<file path="src/rtl/uart_rx_ctrl.sv">
// UART receive bit controller: synchronises rx, qualifies the start bit at mid-bit,
// strobes each mid-bit data sample into the shift register, then checks parity and stop.
module uart_rx_ctrl #(
    parameter int DATA_WIDTH = 8,
    parameter int OVERSAMPLE = 16,
    parameter int PARITY_EN  = 0,
    parameter int PARITY_ODD = 0
) (
    input  logic rx_clk,
    input  logic rst,
    input  logic enable,
    input  logic baud_tick,
    input  logic rx,
    output logic shift,
    output logic serial_out,
    output logic rx_busy,
    output logic frame_done,
    output logic framing_error,
    output logic parity_error
);

    localparam int TW = $clog2(OVERSAMPLE);
    localparam int BW = $clog2(DATA_WIDTH + 1);
    localparam logic [TW-1:0] TICK_MID = TW'(OVERSAMPLE / 2 - 1);
    localparam logic [TW-1:0] TICK_END = TW'(OVERSAMPLE - 1);
    localparam logic [BW-1:0] BIT_LAST = BW'(DATA_WIDTH - 1);
    localparam logic          P_ODD    = (PARITY_ODD != 0);

    typedef enum logic [2:0] {S_IDLE, S_START, S_DATA, S_PARITY, S_STOP} state_t;

    logic [1:0]    r_sync;
    state_t        r_state,     w_state;
    logic [TW-1:0] r_tick,      w_tick;
    logic [BW-1:0] r_bit,       w_bit;
    logic          r_armed,     w_armed;
    logic          r_par,       w_par;
    logic          r_perr_pend, w_perr_pend;
    logic          r_shift,     w_shift;
    logic          r_sout,      w_sout;
    logic          r_done,      w_done;
    logic          r_ferr,      w_ferr;
    logic          r_perr,      w_perr;
    logic          w_rx_s;

    assign w_rx_s = r_sync[1];

    always_ff @(posedge rx_clk or posedge rst) begin
        if (rst) begin
            r_sync      <= 2'b11;
            r_state     <= S_IDLE;
            r_tick      <= '0;
            r_bit       <= '0;
            r_armed     <= 1'b0;
            r_par       <= 1'b0;
            r_perr_pend <= 1'b0;
            r_shift     <= 1'b0;
            r_sout      <= 1'b1;
            r_done      <= 1'b0;
            r_ferr      <= 1'b0;
            r_perr      <= 1'b0;
        end else begin
            r_sync      <= {r_sync[0], rx};
            r_state     <= w_state;
            r_tick      <= w_tick;
            r_bit       <= w_bit;
            r_armed     <= w_armed;
            r_par       <= w_par;
            r_perr_pend <= w_perr_pend;
            r_shift     <= w_shift;
            r_sout      <= w_sout;
            r_done      <= w_done;
            r_ferr      <= w_ferr;
            r_perr      <= w_perr;
        end
    end

    always_comb begin
        w_state     = r_state;
        w_tick      = r_tick;
        w_bit       = r_bit;
        w_armed     = r_armed;
        w_par       = r_par;
        w_perr_pend = r_perr_pend;
        w_shift     = 1'b0;
        w_sout      = r_sout;
        w_done      = 1'b0;
        w_ferr      = r_ferr;
        w_perr      = r_perr;
        if (!enable) begin
            w_state = S_IDLE;
            w_armed = 1'b0;
            w_tick  = '0;
            w_bit   = '0;
        end else if (baud_tick) begin
            case (r_state)
                // A falling edge only counts once the line has been seen idle-high.
                S_IDLE: begin
                    if (r_armed && !w_rx_s) begin
                        w_state = S_START;
                        w_tick  = '0;
                        w_armed = 1'b0;
                    end else if (w_rx_s) begin
                        w_armed = 1'b1;
                    end
                end
                S_START: begin
                    if (r_tick == TICK_MID) begin
                        w_tick = '0;
                        if (!w_rx_s) begin
                            w_state     = S_DATA;
                            w_bit       = '0;
                            w_par       = 1'b0;
                            w_perr_pend = 1'b0;
                        end else begin
                            w_state = S_IDLE;
                        end
                    end else begin
                        w_tick = r_tick + TW'(1);
                    end
                end
                S_DATA: begin
                    if (r_tick == TICK_END) begin
                        w_sout  = w_rx_s;
                        w_shift = 1'b1;
                        w_par   = r_par ^ w_rx_s;
                        w_tick  = '0;
                        w_bit   = r_bit + BW'(1);
                        if (r_bit == BIT_LAST)
                            w_state = (PARITY_EN != 0) ? S_PARITY : S_STOP;
                    end else begin
                        w_tick = r_tick + TW'(1);
                    end
                end
                S_PARITY: begin
                    if (r_tick == TICK_END) begin
                        w_perr_pend = r_par ^ w_rx_s ^ P_ODD;
                        w_tick      = '0;
                        w_state     = S_STOP;
                    end else begin
                        w_tick = r_tick + TW'(1);
                    end
                end
                S_STOP: begin
                    if (r_tick == TICK_END) begin
                        w_done  = 1'b1;
                        w_ferr  = ~w_rx_s;
                        w_perr  = (PARITY_EN != 0) ? r_perr_pend : 1'b0;
                        w_tick  = '0;
                        w_armed = 1'b0;
                        w_state = S_IDLE;
                    end else begin
                        w_tick = r_tick + TW'(1);
                    end
                end
                default: w_state = S_IDLE;
            endcase
        end
    end

    assign shift         = r_shift;
    assign serial_out    = r_sout;
    assign rx_busy       = (r_state != S_IDLE);
    assign frame_done    = r_done;
    assign framing_error = r_ferr;
    assign parity_error  = r_perr;

endmodule

</file>
<file path="config.mk">
export PLATFORM = sky130hd
export DESIGN_NAME = uart_rx_ctrl
export DESIGN_NICKNAME = d
export VERILOG_FILES = /design/src/rtl/uart_rx_ctrl.sv
export SDC_FILE = /design/constraint.sdc
export NUM_CORES = 1
export LEC_CHECK = 0
export CELL_PAD_IN_SITES_DETAIL_PLACEMENT = 0
export CELL_PAD_IN_SITES_GLOBAL_PLACEMENT = 1
export CORE_ASPECT_RATIO = 1.75
export CORE_MARGIN = 8
export CORE_UTILIZATION = 35
export DETAILED_ROUTE_END_ITERATION = 10
export PLACE_DENSITY = 0.78
export SETUP_SLACK_MARGIN = 0.02
export SLEW_MARGIN = 40
export SYNTH_ARGS = -nofsm -noshare
export SYNTH_HDL_FRONTEND = slang
export SYNTH_SLANG_ARGS = --single-unit
</file>
<file path="constraint.sdc">
create_clock -name rx_clk -period 2.2 [get_ports rx_clk]
set_clock_uncertainty 0.05 [all_clocks]
set_input_delay 0.44 -clock rx_clk [delete_from_list [all_inputs] [get_ports rx_clk]]
set_output_delay 0.44 -clock rx_clk [all_outputs]
set_load 0.05 [all_outputs]
</file>
---- Word level (Yosys, flattened, before mapping) ----
Index checks and enable logic that the tools add are counted.
word-level totals
  logic and storage cells ................. 77
  input port bits ......................... 5
  register bits ........................... 18
operators by class
  reduce and logical (&&, ||, !) cells .... 11
  bitwise operators ....................... 1
  $add $sub $neg .......................... 2
  mux-type cells .......................... 35
  equality and inequality tests ........... 19
operators by type and width
  cell                                                                    count
  4-bit two-way mux                                                       10
  3-bit two-way mux                                                       8
  3-bit != test (second input constant)                                   7
  3-bit case mux with 5 select lines                                      1
  1-bit two-way mux                                                       12
  4-bit case mux with 3 select lines                                      1
  4-bit AND reduction                                                     3
  4-bit by 1-bit adder with 4-bit output (second input constant)          2
  4-bit by 3-bit equality test with 1-bit output (second input constant)  2
  4-bit case mux with 2 select lines                                      1
  7-bit AND reduction                                                     1
  3-bit by 2-bit equality test with 1-bit output (second input constant)  2
  3-bit by 1-bit != test with 1-bit output (second input constant)        2
  5-bit AND reduction                                                     1
  4-bit equality test (second input constant)                             1
  4-bit by 2-bit != test with 1-bit output (second input constant)        1
  4-bit != test (second input constant)                                   1
  3-bit by 1-bit equality test with 1-bit output (second input constant)  1
  3-bit equality test (second input constant)                             1
  3-bit logical NOT                                                       1
  3-bit AND reduction                                                     1
  3-bit nonzero test                                                      1
  3-bit OR reduction                                                      1
  2-bit two-way mux                                                       1
  5 further kinds                                                         5

---- Depth between registers and ports, before layout ----
  depth in word-level cells ............... 6
  depth in mapped cells ................... 7

---- Worst setup path before layout ----
OpenSTA, ideal clock, no wires.
  path type ............................... register to register
  from .................................... reg r_state[1]
  to ...................................... reg r_tick[3]
  data required time ...................... 2026 ps
  setup time .............................. 124 ps
  arrival time ............................ 1609 ps
  stages on the path, launching flop included .. 8
  path buffers ............................ 2
  setup slack ............................. 417 ps
  period minus slack after synthesis ...... 1783 ps
  cell sequence ........................... dfrtp_1 -> buf_6 -> or3_4 -> o211ai_2 -> and2_1 -> buf_6 -> nor4_1 -> a211o_1
on the way
  longest elaborated chain between the ends .. 5
  elaborated cells between the ends (all ways) .. 12
RTL lines
  what                                                                                          RTL line  text
  start, declared                                                                               32        state_t r_state, w_state;
  start signal, assigned                                                                        63        r_state <= w_state;
  3-bit equality test / 3-bit by 2-bit equality test with 1-bit output (equally long branches)  95        case (r_state)
  3-bit OR reduction (no source line)                                                           --
  4-bit case mux with 3 select lines                                                            95
  4-bit two-way mux                                                                             94        end else if (baud_tick) begin
  4-bit two-way mux                                                                             89        if (!enable) begin
  end signal, assigned                                                                          64        r_tick <= w_tick;
  end, declared                                                                                 33        logic [TW-1:0] r_tick, w_tick;
Several ways; a longest one is shown, not always the timed one. The select of a mux whose other input is x is not followed.
A chain may end at the register's enable or synchronous reset.

---- Final worst setup path ----
  from .................................... reg r_sout, in the netlist serial_out
  to ...................................... out serial_out
RTL lines
  what                    RTL line  text
  start, declared         39        logic r_sout, w_sout;
  start signal, assigned  70        r_sout <= w_sout;
  end, declared           15        output logic serial_out,
No word-level cell between the ends.

==> results.md <==
* Top cell type's share of synthesized area at 0.367
* Nets at 125
* Worst setup path start: serial_out
* Clock root cell: clkbuf_8
* RSZ-0062 raised after global routing: false
* Vias in the first global route at 881
* Min Tclk post-route at 2060 ps
* Top Family by Delay on Critical Path: buffers and inverters
* DR WL/cell at 14.5 um
* Area leader, netlist: dfrtp_1
* Grt ovf at 0
* Post-synth EDFFs at 0
* Internal power at 517 uW
* First drt pass iteration count at 4
* Min-Delay Path Class: flip-flop to flip-flop
* Antenna violations before repair at 0
* # setup viols final at 0
* Area of the multi-input gates at 509 um2
* Yosys reg bits at 18
* VDD IR-drop max at 0.298 mV
* IO Pins at 11
* Area growth from synthesis to final layout at 16.4%
* Clk_lat worst skew at 250 ps
* Sw Pwr at 149 uW
* Primary FF master, synth: dfrtp_1
* Initial Utilization at 0.357
* Crit path buf inv count at 1
* Syn Inst Count at 105
* H-tree Lvls at 1
* Critical Path Sink Type: primary output
* Core Footprint at 0.00286 mm2
* CP Class: flip-flop to primary output
* Height of the die at 87.5 um
* CTS buffer count at 3
* Synth warnings at 0
* Die area at 0.00497 mm2
* Max-slew violation count at 0
* FF-to-FF Start: r_state[0]
* Slew Limit Headroom at 0.536
* Inst Count DP at 141
* Most frequent cells in the layout: dfrtp_1, nor2_1, clkdlybuf4s50_1
* CTS resizes at 0
* Arr. time, crit path at 1570 ps
* Syn Area/Cell at 9.74 um2
* Setup repair bufs after CTS at 0
* First-pass GRT wire length at 3740 um
* Post-DP HPWL at 1650 um
* Final Hold Viols at 0
* Reg clk slew, reported paths at 70 ps
* Total number of vias at 819
* Cell area after synthesis at 0.00102 mm2
* Asr flop ratio synth at 1.00
* Min-Delay Startpoint: r_sync[0]
* Fillers at 283
* Clock Sinks at 18
* Antenna cells at 0
* Sequential area share after synthesis at 0.444
* Longest Clk Path Bufs at 2
* Pwr per Cell Area at 559 mW/mm2
* CTS tree: yes
* Register Area at 454 um2
* Comb power frac at 0.084
* Part of the power in the clock network at 0.402
* Mapped Nets at 112
* Top cells by area, synth: dfrtp_1, dfstp_2, nor2_1
* Vias per inst at 5.65
* Switching Share at 0.223
* Maxcap violations at 0
* Status: finished, final reports clean
* GRT Total Usage at 0.0912
* Critical Path RT at 1710 ps
* Cells along the critical path: clkdlybuf4s50_1
* CP max stage delay at 790 ps
* Critical path's slowest cell: clkdlybuf4s50_1
* Die W at 56.9 um
* Startpoint types: flip-flop
* Worst Path Max Fanout at 2
* Worst slew pin tran at 695 ps
* Setup tns final at 0 ps
* Port bufs at 9
* Sequential power share at 0.514
* 1st-iter DRT viols at 7
* Leak at 0.000535 uW
* Row count at 26
* DR DRC count at 0
* Post-route non-filler standard cell count at 145
* Commonest non-fill, non-tap cell in the layout: dfrtp_1
* Hold Buf Count CTS at 0
* Fmax at 486 MHz
* Hold slack final at 308 ps
* Final period utilization at 0.936
* Largest net degree at the start of global routing at 19
* Antenna-violating nets left at 0
* Routed wire length at 2100 um
* Distinct cell type count after synthesis at 41
* Global placement routability congestion at 0.803
* Share of cells above drive strength 1 at 0.137
==> kinds of logic after synthesis <==
logic type | synth area share
AOI/OAI and AO/OA | 0.181
adders and majority gates | 0.0245
buffers and inverters | 0.0575
DFF | 0.444
muxes | 0.0428
other | 0.00367
and+or+nand+nor | 0.246
==> cell type report <==
class,count,area share
Sequential cell,18,0.382
Inverter,5,0.0158
Timing Repair Buffer,13,0.0988
Clock buffer,4,0.0463
Multi-Input combinational cell,77,0.428
Tap cell,28,0.0294
==> power groups by stage <==
stage	registers (uW)	logic, uW	clock network, uW
floorplan	345	44.4	0
global route	343	62.2	300
detailed placement	348	56.4	0
global placement	348	54.9	0
finish	342	55.8	268
CTS	342	56.5	281
==> flip-flops by register name, indices dropped and copies added, names as in the netlist <==
register and cells:
framing_error 1, shift 1, r_tick 4, r_state 3
r_sync 2, r_bit 4, serial_out 1, frame_done 1
r_armed 1
==> metal layers <==
metal	track usage	vias to the layer above	routed length [um]
li1	-	404	-
met5	0	-	0
met4	0.0730	0	76
met3	0.0190	9	36
met2	0.164	14	1180
met1	0.0848	392	816
==> synth_stat cells, drive strengths merged (3+ instances only) <==
library cell	n
dfrtp	15
nor2	10
o21ai	6
buf	5
inv	5
nand3	5
a21oi	4
nand2b	4
nor2b	4
dfstp	3
mux2	3
nand2	3
nor3	3
o31ai	3
==> final timing paths <==
path | to | slack (ps) | cells after the start
min in group asynchronous | r_bit[1] | 540 | 2
max in group asynchronous | r_armed | 1120 | 2
setup reg to reg | r_tick[3] | 330 | 5
setup / recovery | serial_out | 140 | 1
hold reg to reg | r_sync[1] | 310 | 0
hold / removal | r_sync[1] | 310 | 0
==> metrics by stage <==
step                      power [uW]  setup slack [ps]  area, um2  utilization
after global placement           403               113       1130        0.396
after floorplan                  390               417       1020            -
after detailed placement         404              79.4       1130        0.396
after CTS                        680               123       1190        0.416
final                            665               141       1190        0.416
after global routing             705               101       1190        0.416
No activity file was read; power rests on OpenSTA's default activity.
